**config.mk**
```make
export PLATFORM = sky130hd
export DESIGN_NAME = fpga2_receiver
export DESIGN_NICKNAME = d
export VERILOG_FILES = /design/src/rtl/fpga2_receiver.sv
export SDC_FILE = /design/constraint.sdc
export NUM_CORES = 1
export LEC_CHECK = 0
export BUFFER_PORTS_ARGS = -buffer_cell sky130_fd_sc_hd__buf_2
export CAP_MARGIN = 30
export CORE_MARGIN = 8
export CORE_UTILIZATION = 60
export CTS_BUF_LIST = sky130_fd_sc_hd__clkbuf_4 sky130_fd_sc_hd__clkbuf_8
export CTS_CLUSTER_DIAMETER = 60
export CTS_CLUSTER_SIZE = 24
export DETAILED_ROUTE_END_ITERATION = 16
export PLACE_DENSITY = 0.78
export SYNTH_ARGS = -nofsm -noshare
export SYNTH_HDL_FRONTEND = slang
export SYNTH_SLANG_ARGS = --single-unit
```
**constraint.sdc**
```tcl
create_clock -name clk -period 3.8 [get_ports clk]
set_clock_uncertainty 0.05 [all_clocks]
set_input_delay 0 -clock clk [delete_from_list [all_inputs] [get_ports clk]]
set_output_delay 0 -clock clk [all_outputs]
set_load 0.01 [all_outputs]
```
**src/rtl/fpga2_receiver.sv**
```systemverilog
// Receive side of the FPGA-to-FPGA link: synchronises link control, buffers one burst,
// acks or rejects it by length/timeout, then drains accepted words downstream.
module fpga2_receiver #(
    parameter int unsigned RECV_COUNT  = 10,
    parameter int unsigned MAX_WORDS   = 16,
    parameter int unsigned TIMEOUT     = 1000,
    parameter int unsigned NACK_CYCLES = 4
) (
    input  logic        clk,
    input  logic        rst,
    input  logic        req_in,
    input  logic        send_done_in,
    input  logic [31:0] data_in,
    output logic        rdy_out,
    output logic        ack_out,
    output logic [31:0] data_out,
    output logic        valid_out,
    input  logic        ready_in,
    output logic        done,
    output logic [7:0]  error_cnt
);
    localparam int unsigned DATA_W  = 32;
    localparam int unsigned PTR_W   = $clog2(RECV_COUNT + 1);
    localparam int unsigned CAP_W   = 10;
    localparam int unsigned CAP_MAX = 1023;
    localparam int unsigned TMO_W   = $clog2(TIMEOUT + 1);
    localparam int unsigned NACK_W  = $clog2(NACK_CYCLES + 1);

    typedef enum logic [2:0] {
        S_IDLE,
        S_READY,
        S_RECEIVE,
        S_CHECK,
        S_ACK,
        S_NACK,
        S_DRAIN
    } state_t;

    state_t              state;
    logic                req_m, req_s;
    logic                sd_m, sd_s, sd_q;
    logic [DATA_W-1:0]   d_r;
    logic [DATA_W-1:0]   buf_mem [RECV_COUNT];
    logic [PTR_W-1:0]    wr_ptr;
    logic [PTR_W-1:0]    rd_ptr;
    logic [CAP_W-1:0]    cap_cnt;
    logic [TMO_W-1:0]    tmo_cnt;
    logic [NACK_W-1:0]   nack_cnt;
    logic                sd_edge;
    logic                wr_en;
    logic [7:0]          err_next;

    // Two-flop synchronisers for the async link controls; data is only retimed.
    always_ff @(posedge clk) begin
        if (rst) begin
            req_m <= 1'b0;
            req_s <= 1'b0;
            sd_m  <= 1'b0;
            sd_s  <= 1'b0;
            sd_q  <= 1'b0;
            d_r   <= '0;
        end else begin
            req_m <= req_in;
            req_s <= req_m;
            sd_m  <= send_done_in;
            sd_s  <= sd_m;
            sd_q  <= sd_s;
            d_r   <= data_in;
        end
    end

    assign sd_edge  = sd_s & ~sd_q;
    assign wr_en    = (state == S_RECEIVE) && req_s && !sd_edge &&
                      (wr_ptr < PTR_W'(RECV_COUNT));
    assign err_next = (error_cnt == 8'hFF) ? error_cnt : error_cnt + 8'd1;

    // Burst buffer; contents are don't-care after reset.
    always_ff @(posedge clk) begin
        if (wr_en) begin
            buf_mem[wr_ptr] <= d_r;
        end
    end

    always_ff @(posedge clk) begin
        if (rst) begin
            state     <= S_IDLE;
            rdy_out   <= 1'b0;
            ack_out   <= 1'b0;
            valid_out <= 1'b0;
            data_out  <= '0;
            done      <= 1'b0;
            error_cnt <= '0;
            wr_ptr    <= '0;
            rd_ptr    <= '0;
            cap_cnt   <= '0;
            tmo_cnt   <= '0;
            nack_cnt  <= '0;
        end else begin
            done <= 1'b0;
            case (state)
                S_IDLE: begin
                    rdy_out   <= 1'b0;
                    ack_out   <= 1'b0;
                    valid_out <= 1'b0;
                    if (req_s) begin
                        state   <= S_READY;
                        rdy_out <= 1'b1;
                    end
                end
                S_READY: begin
                    wr_ptr  <= '0;
                    cap_cnt <= '0;
                    tmo_cnt <= '0;
                    state   <= S_RECEIVE;
                end
                S_RECEIVE: begin
                    // Sender abort beats end-of-burst, which beats timeout.
                    if (!req_s) begin
                        state   <= S_IDLE;
                        rdy_out <= 1'b0;
                    end else if (sd_edge) begin
                        state <= S_CHECK;
                    end else begin
                        if (wr_ptr < PTR_W'(RECV_COUNT)) begin
                            wr_ptr <= wr_ptr + PTR_W'(1);
                        end
                        if (cap_cnt != CAP_W'(CAP_MAX)) begin
                            cap_cnt <= cap_cnt + CAP_W'(1);
                        end
                        tmo_cnt <= tmo_cnt + TMO_W'(1);
                        if (tmo_cnt == TMO_W'(TIMEOUT - 1)) begin
                            state     <= S_NACK;
                            rdy_out   <= 1'b0;
                            nack_cnt  <= '0;
                            error_cnt <= err_next;
                        end
                    end
                end
                S_CHECK: begin
                    if ((cap_cnt >= CAP_W'(RECV_COUNT)) && (cap_cnt <= CAP_W'(MAX_WORDS))) begin
                        state   <= S_ACK;
                        ack_out <= 1'b1;
                    end else begin
                        state     <= S_NACK;
                        rdy_out   <= 1'b0;
                        nack_cnt  <= '0;
                        error_cnt <= err_next;
                    end
                end
                S_ACK: begin
                    if (!req_s) begin
                        state     <= S_DRAIN;
                        ack_out   <= 1'b0;
                        rdy_out   <= 1'b0;
                        valid_out <= 1'b1;
                        data_out  <= buf_mem[0];
                        rd_ptr    <= '0;
                    end
                end
                S_NACK: begin
                    if (nack_cnt == NACK_W'(NACK_CYCLES - 1)) begin
                        if (req_s) begin
                            state   <= S_READY;
                            rdy_out <= 1'b1;
                        end else begin
                            state <= S_IDLE;
                        end
                    end else begin
                        nack_cnt <= nack_cnt + NACK_W'(1);
                    end
                end
                S_DRAIN: begin
                    // data_out/valid_out only move on an accepted transfer.
                    if (valid_out && ready_in) begin
                        if (rd_ptr == PTR_W'(RECV_COUNT - 1)) begin
                            valid_out <= 1'b0;
                            done      <= 1'b1;
                            state     <= S_IDLE;
                        end else begin
                            rd_ptr   <= rd_ptr + PTR_W'(1);
                            data_out <= buf_mem[rd_ptr + PTR_W'(1)];
                        end
                    end
                end
                default: begin
                    state <= S_IDLE;
                end
            endcase
        end
    end
endmodule

```
==> impl_metrics.json <==
{
  "crit_required_ns": 4.22,
  "cp-startpoint": "rd_ptr[0]$_SDFFE_PP0P_",
  "worstHoldPathType": "in2reg",
  "netlist_area_um2": 16900,
  "cts-root-buf": "clkbuf_8",
  "htree_num_levels": 1,
  "mappedNetlistNets": 1168,
  "drt_iter0_drc": 860,
  "initial_core_util": 0.608,
  "post_cts_resized": 0,
  "relSlewSlack": 0.395,
  "clk_path_buf_depth": 3,
  "path_clk_slew_ns": 0.13,
  "synth_flop_cell": "edfxtp_1",
  "core_um2": 27800,
  "crit_type": "reg2reg",
  "clk_latency_ns": 0.62,
  "grt.overflow.total": 0,
  "final_cell_mix": "320 x edfxtp_1, 114 x dfxtp_1, 91 x nor2_1",
  "fin_crit_sh": 0.726,
  "dr.pass1.iters": 5,
  "slowest_delay_ns": 0.68,
  "min_period_ns": 2.76,
  "hold_viol": 0,
  "drc_errors": 0,
  "grtUsageTotal": 0.212,
  "final_common_cell": "edfxtp_1",
  "seq_area_frac_synth": 0.706,
  "grt_max_degree": 50,
  "min_to": "d_r[13]$_SDFF_PP0_",
  "grt_pass1_vias": 9732,
  "place.gp.congestion": 0.828,
  "viasPerCell": 5.88,
  "max_freq_mhz": 362,
  "slew_viol_final": 0,
  "arrival_ns": 3.18,
  "p_leak_nw": 6.42,
  "hold-path-cell-count": 3,
  "port_buffers": 80,
  "grt_pass1_wl_mm": 55.4,
  "path_buf_inv": 0,
  "synth_area_leader_cell": "edfxtp_1",
  "cts_setup_buffers": 0,
  "dp_hpwl_mm": 19.7,
  "final-setup-viol-count": 0,
  "cp_top_family": "simple AND/OR/NAND/NOR gates",
  "setup_tns_ns": 0,
  "die_h_um": 184,
  "maxCapViolations": 0,
  "cts_tree": "yes",
  "syn_avg_cell_area_um2": 15.1,
  "antenna_left": 0,
  "worst-path-max-fanout": 31,
  "yosysWarnings": 0,
  "post_drt_wl_per_cell_um": 21.5,
  "ioPinCount": 81,
  "r2r-start": "rd_ptr[0]$_SDFFE_PP0P_",
  "area_growth_pct": 12.6,
  "drt-total-wl_mm": 35.4,
  "nets": 1300,
  "synth_edf_count": 320,
  "ys_ff_latch": 435,
  "async_reset_ff_frac": 0,
  "place_area_um2": 17900,
  "synth_top_area_share": 0.569,
  "rsz0062_at_grt": "false",
  "yosysUniqueCellTypes": 56,
  "worstMarginPinSlew_ns": 0.900,
  "reg2reg_to": "data_out[8]$_SDFFE_PP0P_",
  "crit_chain": "ha_2 > and3b_1 > a21oi_1 > and2_2 > o21ai_0 > a211oi_1 > nor3_1",
  "ff2ff_path_depth": 7,
  "hold_start": "data_in[13]",
  "endpoint_kind": "flip-flop",
  "dieArea_um2": 33800,
  "startpoint_type": "flip-flop",
  "stdcell_area_um2": 19000,
  "power_density_nw_per_um2": 444,
  "num_vias": 9703,
  "hold_slack_ns": 0.0475,
  "cts.sinks": 435,
  "numCtsBuffers": 28,
  "status": "finished clean",
  "vdd_drop_max_v": 0.000427,
  "antenna_found_initial": 0,
  "chipWidth_um": 184,
  "drive_gt1_frac": 0.196,
  "synth.area.top_cells": "edfxtp_1 57%, dfxtp_1 14%, mux4_2 8.5%",
  "syn_inst": 1119,
  "cp_slowest_cell": "and2_2",
  "num_rows": 61,
  "r2r_slack_ns": 1.04,
  "antenna_cells": 0
}
-- timing repair --
item	CTS	global route
hold buffers	52	0
endpoints found under the hold margin	64	0
endpoints found under the setup margin	0	0
-- layout make-up --
| cell class | instances | area (um2) |
|---|---|---|
| well taps | 378 | 473 |
| clock inverters | 19 | 206 |
| multi-input cells | 613 | 4710 |
| clock buffers | 33 | 423 |
| repair buffers | 165 | 1250 |
| flip-flops and latches | 435 | 11900 |
| inverters | 8 | 30.0 |
| fillers | 1937 | 8780 |
-- per-layer routing --
| layer | wire (um) | global-route usage | vias to the layer above |
|---|---|---|---|
| met3 | 2490 | 0.0296 | 58 |
| met5 | 0 | 0 | - |
| met1 | 14700 | 0.292 | 4814 |
| met4 | 807 | 0.0542 | 0 |
| li1 | - | - | 4474 |
| met2 | 17500 | 0.355 | 357 |
-- through the flow --
step | setup WS, ns | power, mW | cells | utilization
final | 1.04 | 8.44 | 1651 | 0.684
after global routing | 0.820 | 8.75 | 1651 | 0.684
after CTS | 1.04 | 8.51 | 1651 | 0.684
after detailed placement | 1.09 | 6.08 | 1547 | 0.643
after global placement | 1.12 | 6.06 | 1546 | 0.642
after floorplan | 1.16 | 5.84 | 1119 | -
-- sequential cells by signal, indices dropped and copies added, names as in the netlist --
signal     count
tmo_cnt       10
wr_ptr         4
data_out      32
valid_out      1
sd_q           1
cap_cnt       10
ack_out        1
sd_s           1
sd_m           1
rdy_out        1
rd_ptr         4
req_m          1
error_cnt      8
state          3
nack_cnt       3
d_r           32
done           1
buf_mem      320
req_s          1
-- tightest hold or removal path: stages --
cell and delay (ns):
dlygate4sd3_1 0.51, buf_2 0.09, nor2b_1 0.10
-- cell families (layout without fill, tap and decap cells) --
kind of cell               after synthesis  after routing  synth area share
muxes                                  100            100             0.107
xor gates and xnor gates                26             26            0.0135
adders and majority gates               12             12           0.00889
DFF                                    435            435             0.706
and+or+nand+nor                        336            336            0.0975
buffers and inverters                   71            225            0.0170
AOI/OAI and AO/OA                      139            139            0.0505
-- Yosys cell counts, types with 12 or more instances --
cell type,count
nand2_1,85
nor3_1,43
clkbuf_1,42
edfxtp_1,320
dfxtp_1,115
o21ai_0,36
mux4_2,64
xor2_1,14
nor2_1,91
nand3_1,18
a211oi_1,35
a21oi_1,48
xnor2_1,12
mux2i_1,34
nor2b_1,43
ha_1,12
-- power breakdown --
group	switching, mW	internal (mW)
sequential	0.120	5.18
clock	1.57	0.849
combinational	0.413	0.303
total	2.10	6.34
-- how the worst max path moves through the flow --
stage	end	depth (start not counted)
floorplan	buf_mem[6][0]$_DFFE_PP_	5
global placement	data_out[24]$_SDFFE_PP0P_	6
detailed placement	buf_mem[4][25]$_DFFE_PP_	6
CTS	data_out[7]$_SDFFE_PP0P_	8
global route	buf_mem[7][6]$_DFFE_PP_	6
finish	data_out[8]$_SDFFE_PP0P_	7
Power figures use the tool's default switching activity.
